===== config.mk =====
export PLATFORM = sky130hd
export DESIGN_NAME = datapath
export DESIGN_NICKNAME = d
export VERILOG_FILES = /design/src/rtl/datapath.sv
export SDC_FILE = /design/constraint.sdc
export NUM_CORES = 2
export LEC_CHECK = 0
export BUFFER_PORTS_ARGS = -buffer_cell sky130_fd_sc_hd__buf_2
export CORE_MARGIN = 1
export CORE_UTILIZATION = 57
export DETAILED_ROUTE_END_ITERATION = 16
export HOLD_SLACK_MARGIN = 0.06
export PLACE_DENSITY = 0.73
export SLEW_MARGIN = 20
export SYNTH_ARGS = -nofsm -noshare
export SYNTH_HDL_FRONTEND = slang
export SYNTH_SLANG_ARGS = --single-unit

===== constraint.sdc =====
create_clock -name clock -period 11.44 [get_ports clock]
set_input_delay 2.288 -clock clock [delete_from_list [all_inputs] [get_ports clock]]
set_output_delay 2.288 -clock clock [all_outputs]
set_load 0.05 [all_outputs]

===== src/rtl/datapath.sv =====
`default_nettype none
// ============================================================================
// Module      : datapath
// Description : Responder side of the control-strobe interface. Holds the
//               program counter, the tape stack pointer, the latched opcode,
//               the 16-bit data register and the tape RAM. It executes each
//               one-cycle strobe issued by the control FSM. Every update lands
//               on the rising edge of the strobe cycle and is visible on the
//               outputs one cycle later. All reads use pre-edge values.
// Revision    : 1.0 - initial release
// ----------------------------------------------------------------------------
// Optional feature macro: DATAPATH_TAPE_CLEAR_EN
//   defined   : after reset_n releases, the tape is zero-filled one byte per
//               cycle (2**TAPE_AW cycles). busy is high for the whole fill.
//   undefined : no fill. busy is tied low and the tape powers up undefined.
// ----------------------------------------------------------------------------
// Parameters
//   TAPE_AW   tape address width (tape = 2**TAPE_AW bytes, SP width)
//   PC_RESET  program counter value after reset
// Ports
//   clock               in   1   sole clock, rising edge
//   reset_n             in   1   asynchronous active-low reset
//   opcode_fetch        in   1   opcode <= progmem_rdata
//   tape_fetch          in   1   data <= {8'h00, tape[sp]}
//   tape_writeback      in   1   tape[sp] <= data[7:0]
//   sp_fetch            in   1   data <= zero-extended sp
//   sp_writeback        in   1   sp <= data[TAPE_AW-1:0]
//   progmem_fetch_low   in   1   data[7:0]  <= progmem_rdata
//   progmem_fetch_high  in   1   data[15:8] <= progmem_rdata
//   alu_en              in   1   data <= data +/- 1
//   alu_op              in   1   0 = increment, 1 = decrement
//   pc_inc              in   1   pc <= pc + 1
//   pc_writeback        in   1   pc <= pc + signed(data)
//   progmem_rdata       in   8   program byte at progmem_addr
//   progmem_addr        out  16  current pc
//   opcode              out  8   latched opcode
//   data                out  16  data register
//   busy                out  1   strobes are ignored while high
//   protocol_error      out  1   sticky illegal-strobe-combination flag
// ============================================================================
module datapath #(
   parameter int          TAPE_AW  = 8,
   parameter logic [15:0] PC_RESET = 16'h0000
) (
   input  logic        clock,
   input  logic        reset_n,
   input  logic        opcode_fetch,
   input  logic        tape_fetch,
   input  logic        tape_writeback,
   input  logic        sp_fetch,
   input  logic        sp_writeback,
   input  logic        progmem_fetch_low,
   input  logic        progmem_fetch_high,
   input  logic        alu_en,
   input  logic        alu_op,
   input  logic        pc_inc,
   input  logic        pc_writeback,
   input  logic [7:0]  progmem_rdata,
   output logic [15:0] progmem_addr,
   output logic [7:0]  opcode,
   output logic [15:0] data,
   output logic        busy,
   output logic        protocol_error
);

   localparam int TAPE_DEPTH = 2 ** TAPE_AW;

   // ------------------------------------------------------------------------
   // Architectural registers
   // ------------------------------------------------------------------------
   logic [15:0]        pc_q,     pc_d;
   logic [TAPE_AW-1:0] sp_q,     sp_d;
   logic [15:0]        data_q,   data_d;
   logic [7:0]         opcode_q, opcode_d;
   logic               perr_q,   perr_d;

   // Tape RAM and its single write port
   logic [7:0]         tape_mem [TAPE_DEPTH];
   logic [7:0]         w_tape_rd;
   logic               w_tape_we;
   logic [TAPE_AW-1:0] w_tape_waddr;
   logic [7:0]         w_tape_wdata;

   logic               w_busy;
   logic               w_strobe_en;
   logic [2:0]         w_wr_cnt;
   logic [15:0]        w_sp_ext;

   // ------------------------------------------------------------------------
   // Optional power-up tape clear
   // ------------------------------------------------------------------------
`ifdef DATAPATH_TAPE_CLEAR_EN
   logic               clr_active_q;
   logic [TAPE_AW-1:0] clr_addr_q;

   // Reset (re)arms the fill from address 0, so a reset mid-fill restarts it.
   always_ff @(posedge clock or negedge reset_n) begin
      if (!reset_n) begin
         clr_active_q <= 1'b1;
         clr_addr_q   <= '0;
      end else if (clr_active_q) begin
         clr_addr_q <= clr_addr_q + TAPE_AW'(1);
         // Last address written this edge: busy drops on the next cycle.
         if (&clr_addr_q) begin
            clr_active_q <= 1'b0;
         end
      end
   end

   assign w_busy = clr_active_q;
`else
   assign w_busy = 1'b0;
`endif

   // Strobes only count when the block is idle; dropped strobes must not
   // touch any state, including the sticky error flag.
   assign w_strobe_en = ~w_busy;

   assign w_tape_rd = tape_mem[sp_q];
   assign w_sp_ext  = 16'(sp_q);

   // Number of distinct data-register writers this cycle. The low/high
   // program-memory byte loads form one writer.
   assign w_wr_cnt = 3'(tape_fetch) + 3'(sp_fetch) + 3'(alu_en)
                   + 3'(progmem_fetch_low | progmem_fetch_high);

   // ------------------------------------------------------------------------
   // Next-state logic
   // ------------------------------------------------------------------------
   always_comb begin
      pc_d         = pc_q;
      sp_d         = sp_q;
      data_d       = data_q;
      opcode_d     = opcode_q;
      perr_d       = perr_q;
      w_tape_we    = 1'b0;
      w_tape_waddr = sp_q;
      w_tape_wdata = data_q[7:0];

      if (w_strobe_en) begin
         if (opcode_fetch) begin
            opcode_d = progmem_rdata;
         end

         // Data register writers in fixed priority order.
         if (tape_fetch) begin
            data_d = {8'h00, w_tape_rd};
         end else if (sp_fetch) begin
            data_d = w_sp_ext;
         end else if (alu_en) begin
            data_d = alu_op ? (data_q - 16'd1) : (data_q + 16'd1);
         end else begin
            if (progmem_fetch_low) begin
               data_d[7:0] = progmem_rdata;
            end
            if (progmem_fetch_high) begin
               data_d[15:8] = progmem_rdata;
            end
         end

         if (sp_writeback) begin
            sp_d = data_q[TAPE_AW-1:0];
         end

         // Relative jump wins over increment; two's-complement add covers
         // the signed offset.
         if (pc_writeback) begin
            pc_d = pc_q + data_q;
         end else if (pc_inc) begin
            pc_d = pc_q + 16'd1;
         end

         if (tape_writeback) begin
            w_tape_we = 1'b1;
         end

         if ((w_wr_cnt > 3'd1) || (pc_inc && pc_writeback)) begin
            perr_d = 1'b1;
         end
      end

`ifdef DATAPATH_TAPE_CLEAR_EN
      // The fill owns the write port while busy (strobes are dropped then).
      if (clr_active_q) begin
         w_tape_we    = 1'b1;
         w_tape_waddr = clr_addr_q;
         w_tape_wdata = 8'h00;
      end
`endif
   end

   // ------------------------------------------------------------------------
   // State registers
   // ------------------------------------------------------------------------
   always_ff @(posedge clock or negedge reset_n) begin
      if (!reset_n) begin
         pc_q     <= PC_RESET;
         sp_q     <= '0;
         data_q   <= '0;
         opcode_q <= '0;
         perr_q   <= 1'b0;
      end else begin
         pc_q     <= pc_d;
         sp_q     <= sp_d;
         data_q   <= data_d;
         opcode_q <= opcode_d;
         perr_q   <= perr_d;
      end
   end

   // Tape RAM has no reset; writes are held off while reset_n is low.
   always_ff @(posedge clock) begin
      if (w_tape_we && reset_n) begin
         tape_mem[w_tape_waddr] <= w_tape_wdata;
      end
   end

   // ------------------------------------------------------------------------
   // Outputs
   // ------------------------------------------------------------------------
   assign progmem_addr   = pc_q;
   assign opcode         = opcode_q;
   assign data           = data_q;
   assign busy           = w_busy;
   assign protocol_error = perr_q;

endmodule
`default_nettype wire


# After elaboration in Yosys (flattened, before gate mapping)
# Memories as Yosys holds them, arrays and structs flattened.
# Cells that the tools add are included.
[totals] regBits=49 ram_bits=2048 wordCells=33 memories=1
[memory_table] name="tape_mem" depth=256 word_bits=8 read_ports=1 rd_clocked_by_memory_dff=0 wr=1 line="78" text="logic [7:0] tape_mem [TAPE_DEPTH];"
[op_classes] addsub=7 order_cmp=1 muxes=11 bitwise=1 n_reduce_logical=6
[ops] op="16-bit two-way mux" n=6
[ops] op="16-bit by 1-bit adder with 16-bit output, second input constant" n=2
[ops] op="16-bit adder" n=1
[ops] op="8-bit two-way mux" n=2
[ops] op="16-bit by 1-bit subtractor with 16-bit output, second input constant" n=1
[ops] op="4-bit nonzero test" n=2
[ops] op="2-bit by 1-bit adder with 3-bit output" n=1
[ops] op="3-bit by 1-bit adder with 3-bit output" n=1
[ops] op="3-bit by 1-bit greater-than comparator with 1-bit output, second input constant" n=1
[ops] op="1-bit two-way mux" n=3
[ops] op="1-bit by 1-bit adder with 2-bit output" n=1
[ops] op="1-bit logical AND" n=2
[ops] op="2-bit nonzero test" n=1
[ops] op="1-bit logical OR" n=1
[ops] op="1-bit bitwise OR" n=1

# Logic depth before layout (Yosys ltp)
[logic_depth] word_depth=5 ltp_mapped=14 depth_no_buf=11

# Least setup slack after synthesis
# No wires, ideal clock.
[synth_path] path_type="reg-to-reg" startpoint="register data_q[1], in the netlist data[1]" endpoint="register data_q[15], in the netlist data[15]" setup_ns=0.083 t_arrival_ns=6.104 required_ns=11.357 slack_ns=5.253 stages_incl_launch_ff=9 n_path_buf=0 synth_period_minus_slack_ns=6.187 cell_sequence="dfrtp_1 > ha_1 > a211o_1 > a2111oi_0 > o31a_1 > a21oi_1 > a41o_1 > o41a_1 > o21ai_0"
[synth_via] elab_chain_cells=5 word_cells_on_any_way=6
[synth_lines] item="start, declared" line="73" text="logic [15:0] data_q, data_d;"
[synth_lines] item="start signal, assigned" line="205" text="data_q <= data_d;"
[synth_lines] item="16-bit by 1-bit adder with 16-bit output / 16-bit by 1-bit subtractor with 16-bit output (equally long branches)" line="151" text="data_d = alu_op ? (data_q - 16'd1) : (data_q + 16'd1);"
[synth_lines] item="16-bit two-way mux (*)" line="151"
[synth_lines] item="16-bit two-way mux (*)" line="150" text="end else if (alu_en) begin"
[synth_lines] item="16-bit two-way mux (*)" line="148" text="end else if (sp_fetch) begin"
[synth_lines] item="16-bit two-way mux (*)" line="146" text="if (tape_fetch) begin"
# Mark *: on every way between the ends. The rest lies on a longest branch, timed or not.
# A chain may end at the register's enable or synchronous reset.

# Final worst setup path
[layout_path] startpoint="register sp_q[0]" endpoint="register data_q[3], in the netlist data[3]"
[layout_via] elab_chain_cells=2
[layout_lines] item="start, declared" line="72" text="logic [TAPE_AW-1:0] sp_q, sp_d;"
[layout_lines] item="start signal, assigned" line="204" text="sp_q <= sp_d;"
[layout_lines] item="memory 256 x 8 bit"
[layout_lines] item="16-bit two-way mux" line="146"
# Every way passes these cells.

==> results.toml <==
[detailed_routing]
final_antenna_net_count = 0
wl_um = 217900
wl_per_cell_um = 35.46
vias = 42820
via_per_inst = 6.971
drt_first_pass_iters = 14
drtIter0Drc = 6982
drc = 14

[clocking]
clkTransAtPathRegs_ps = 60
cts-resized-gates = 0
cts.path.max_buffers = 3
root_buffer = "clkbuf_16"
cts_setup_buffers = 0
cts_hold_buf = 0
cts_tree = "built"
cts_buffers = 197
htree_levels = 4
clkLatencyLatePin_ps = 830
cts_sinks = 2097

[place]
placed_area_sq_um = 85420
io_buffers = 61
dpl.hpwl_um = 132700
pre_cts_slack_ps = 5739
gp_congestion = 0.9147

[setup_path]
max_stage_delay_ps = 750
crit_arrival_ps = 5950
crit_path_start_kind = "flip-flop"
crit_path_cell_trace = "buf_12 > buf_4 > nand2_1 > a211oi_1 > a2111oi_1 > clkdlybuf4s18_2 > a21oi_1 > nand3_1 > nor4_1 > a21oi_1"
crit_required_ps = 12090
critPathKind = "flip-flop to flip-flop"
endpoint_kind = "flip-flop"
path_max_fanout = 90
cp_top_family = "simple AND/OR/NAND/NOR gates"
slowest_stage = "dfrtp_4"
worst-path-buf-inv = 3
path_common_cell = "a21oi_1"

[floorplan]
die_h_um = 383.2
start_util_pct = 57.58
io_pins = 63
rows = 139
core_area_sq_um = 143800
die_width_um = 383.2
die_area_sq_um = 146800

[global_route]
grt_pass1_wl_um = 309400
antenna_found_initial = 10
track_usage_pct = 30.07
overflow = 0
grt_pass1_vias = 41470
grt_max_degree = 156

[pwr]
power_density_nw_per_um2 = 251.1
p_leak_uw = 0.02850
peakVddDrop_mv = 0.2876

[timing]
rsz0062_at_grt = "false"
fmax_mhz = 188.6
fin_skew_ps = 32.27
whs_ps = 472.1
hold_viol = 0
fin_crit_ps = 5303
setup_slack_ps = 6137
slew_violations = 0
tns_ps = 0
post-route-period-util_pct = 46.35
setup_violations = 0
worstMarginPinSlew_ps = 1206
relSlewSlack_pct = 19.36

[run_status]
failed_checks = "DRC"
status = "finished with violations"

[final_layout]
finish.instance_area_sq_um = 91820
syn_to_final_growth_pct = 10.86
layout_common_cells = "edfxtp_1 (2048), mux4_2 (562), nor2_1 (284)"
ff_latch_area_sq_um = 62770
multi_input_area_sq_um = 19100
drive_gt1_share_pct = 25.43
layout.nets = 4128
fillerInstances = 9271
mostFrequentLayoutCell = "edfxtp_1"

[synth]
syn_nets = 3993
syn_avg_cell_area_sq_um = 21.03
yosysSeqAreaShare_pct = 75.74
syn-instance-count = 3939
synth-edff-count = 2048
synthDistinctLibCells = 66
netlist_area_sq_um = 82820
ys_ff_latch = 2097
async_flop_share_pct = 2.337
yosys_warnings = 0
synth-main-ff-cell = "edfxtp_1"

[run]
drv_cap = 0

[min_path]
hold_path_class = "flip-flop to flip-flop"
-- layout make-up --
type	count	area share [%]
Clock buffer	257	5.760
Clock inverter	107	1.156
Tap cell	1903	2.593
Sequential cell	2097	68.37
Timing Repair Buffer	160	1.254
Antenna cell	1	0.002725
Multi-Input combinational cell	1603	20.81
Inverter	15	0.06132
-- metrics by stage --
stage	utilization [%]	std cells	total power (uW)
floorplan	-	3939	14180
global placement	59.31	5776	16520
detailed placement	59.39	5778	16600
CTS	63.80	6142	22980
global route	63.83	6142	23570
finish	63.84	6143	23060
-- path summary, 6_finish.rpt --
kind | from | endpoint | slack (ps) | cells after the start
max | sp_q[0] | data[3] | 6140 | 10
max in group asynchronous | reset_n | data[3] | 9060 | 2
min | progmem_addr[15] | progmem_addr[15] | 470 | 1
min reg2reg | progmem_addr[15] | progmem_addr[15] | 470 | 1
max reg2reg | sp_q[0] | data[3] | 6140 | 10
min in group asynchronous | reset_n | data[6] | 1730 | 2
-- cell families (layout without fill, tap and decap cells) --
logic type                 count (synthesis)  in the layout  share of synthesized area (%)
adders and majority gates                 33             33                         0.5257
other                                      1              2                       0.004528
buffers and inverters                    239            539                          1.393
xor gates and xnor gates                  26             26                         0.2750
DFF                                     2097           2097                          75.74
AOI/OAI and AO/OA                        316            316                          2.546
and+or+nand+nor                          557            557                          2.898
muxes                                    670            670                          16.62
-- sequential cells by signal, summed over array words and instances, names as in the netlist --
| register | flops |
|---|---|
| data | 16 |
| opcode | 8 |
| progmem_addr | 16 |
| protocol_error | 1 |
| sp_q | 8 |
| tape_mem | 2048 |
-- report_power, final --
part	switching (uW)	leakage, uW	internal (uW)
combinational	4430	0.00647	2140
clock	2810	0.00308	3660
sequential	333	0.0189	9680
-- worst register-to-register path, stage by stage (launching register included) --
cell and delay [ps]:
dfrtp_4 750, buf_12 590, buf_4 830, nand2_1 710
a211oi_1 460, a2111oi_1 100, clkdlybuf4s18_2 290, a21oi_1 300
nand3_1 480, nor4_1 480, a21oi_1 130
-- synthesized netlist by cell type (5+ instances only) --
library cell  number  area (sq um)
o21bai_1           5         37.54
or2_2              6         37.54
a22oi_1           50         375.4
buf_4             31         232.7
a31oi_1           15         93.84
nor2b_1           19         118.9
nand4_1            8         50.05
o2111ai_1          5         43.79
nor3_1            41         205.2
nor2_1           287          1077
a211oi_1          19         142.6
mux2_2            22         247.7
a211o_1            6         52.55
nand2_1          112         420.4
a21oi_1           61         305.3
a21o_1             6         45.04
buf_2             76         380.4
mux2i_1           86         860.8
and2_1            22         137.6
clkbuf_1          86         322.8
o211ai_1           7         52.55
o31ai_1            6         45.04
nand3_1           38         190.2
xnor2_1           15         131.4
buf_1             25         93.84
ha_1              30         375.4
dfrtp_1           49          1226
a22o_1             7         61.31
o22ai_1           29         181.4
xor2_1            11         96.34
a2111oi_0          9         78.83
edfxtp_1        2048         61500
nand2b_1           8         50.05
buf_6              6         67.56
o21ai_0           56         280.3
inv_1             12         45.04
mux4_2           562         12660
-- metal layers --
layer	track usage [%]	wire length (um)
met1	43.53	80780
met2	44.71	100700
met3	7.742	27400
met4	11.04	8904
met5	0	106
Power figures use the tool's default switching activity.
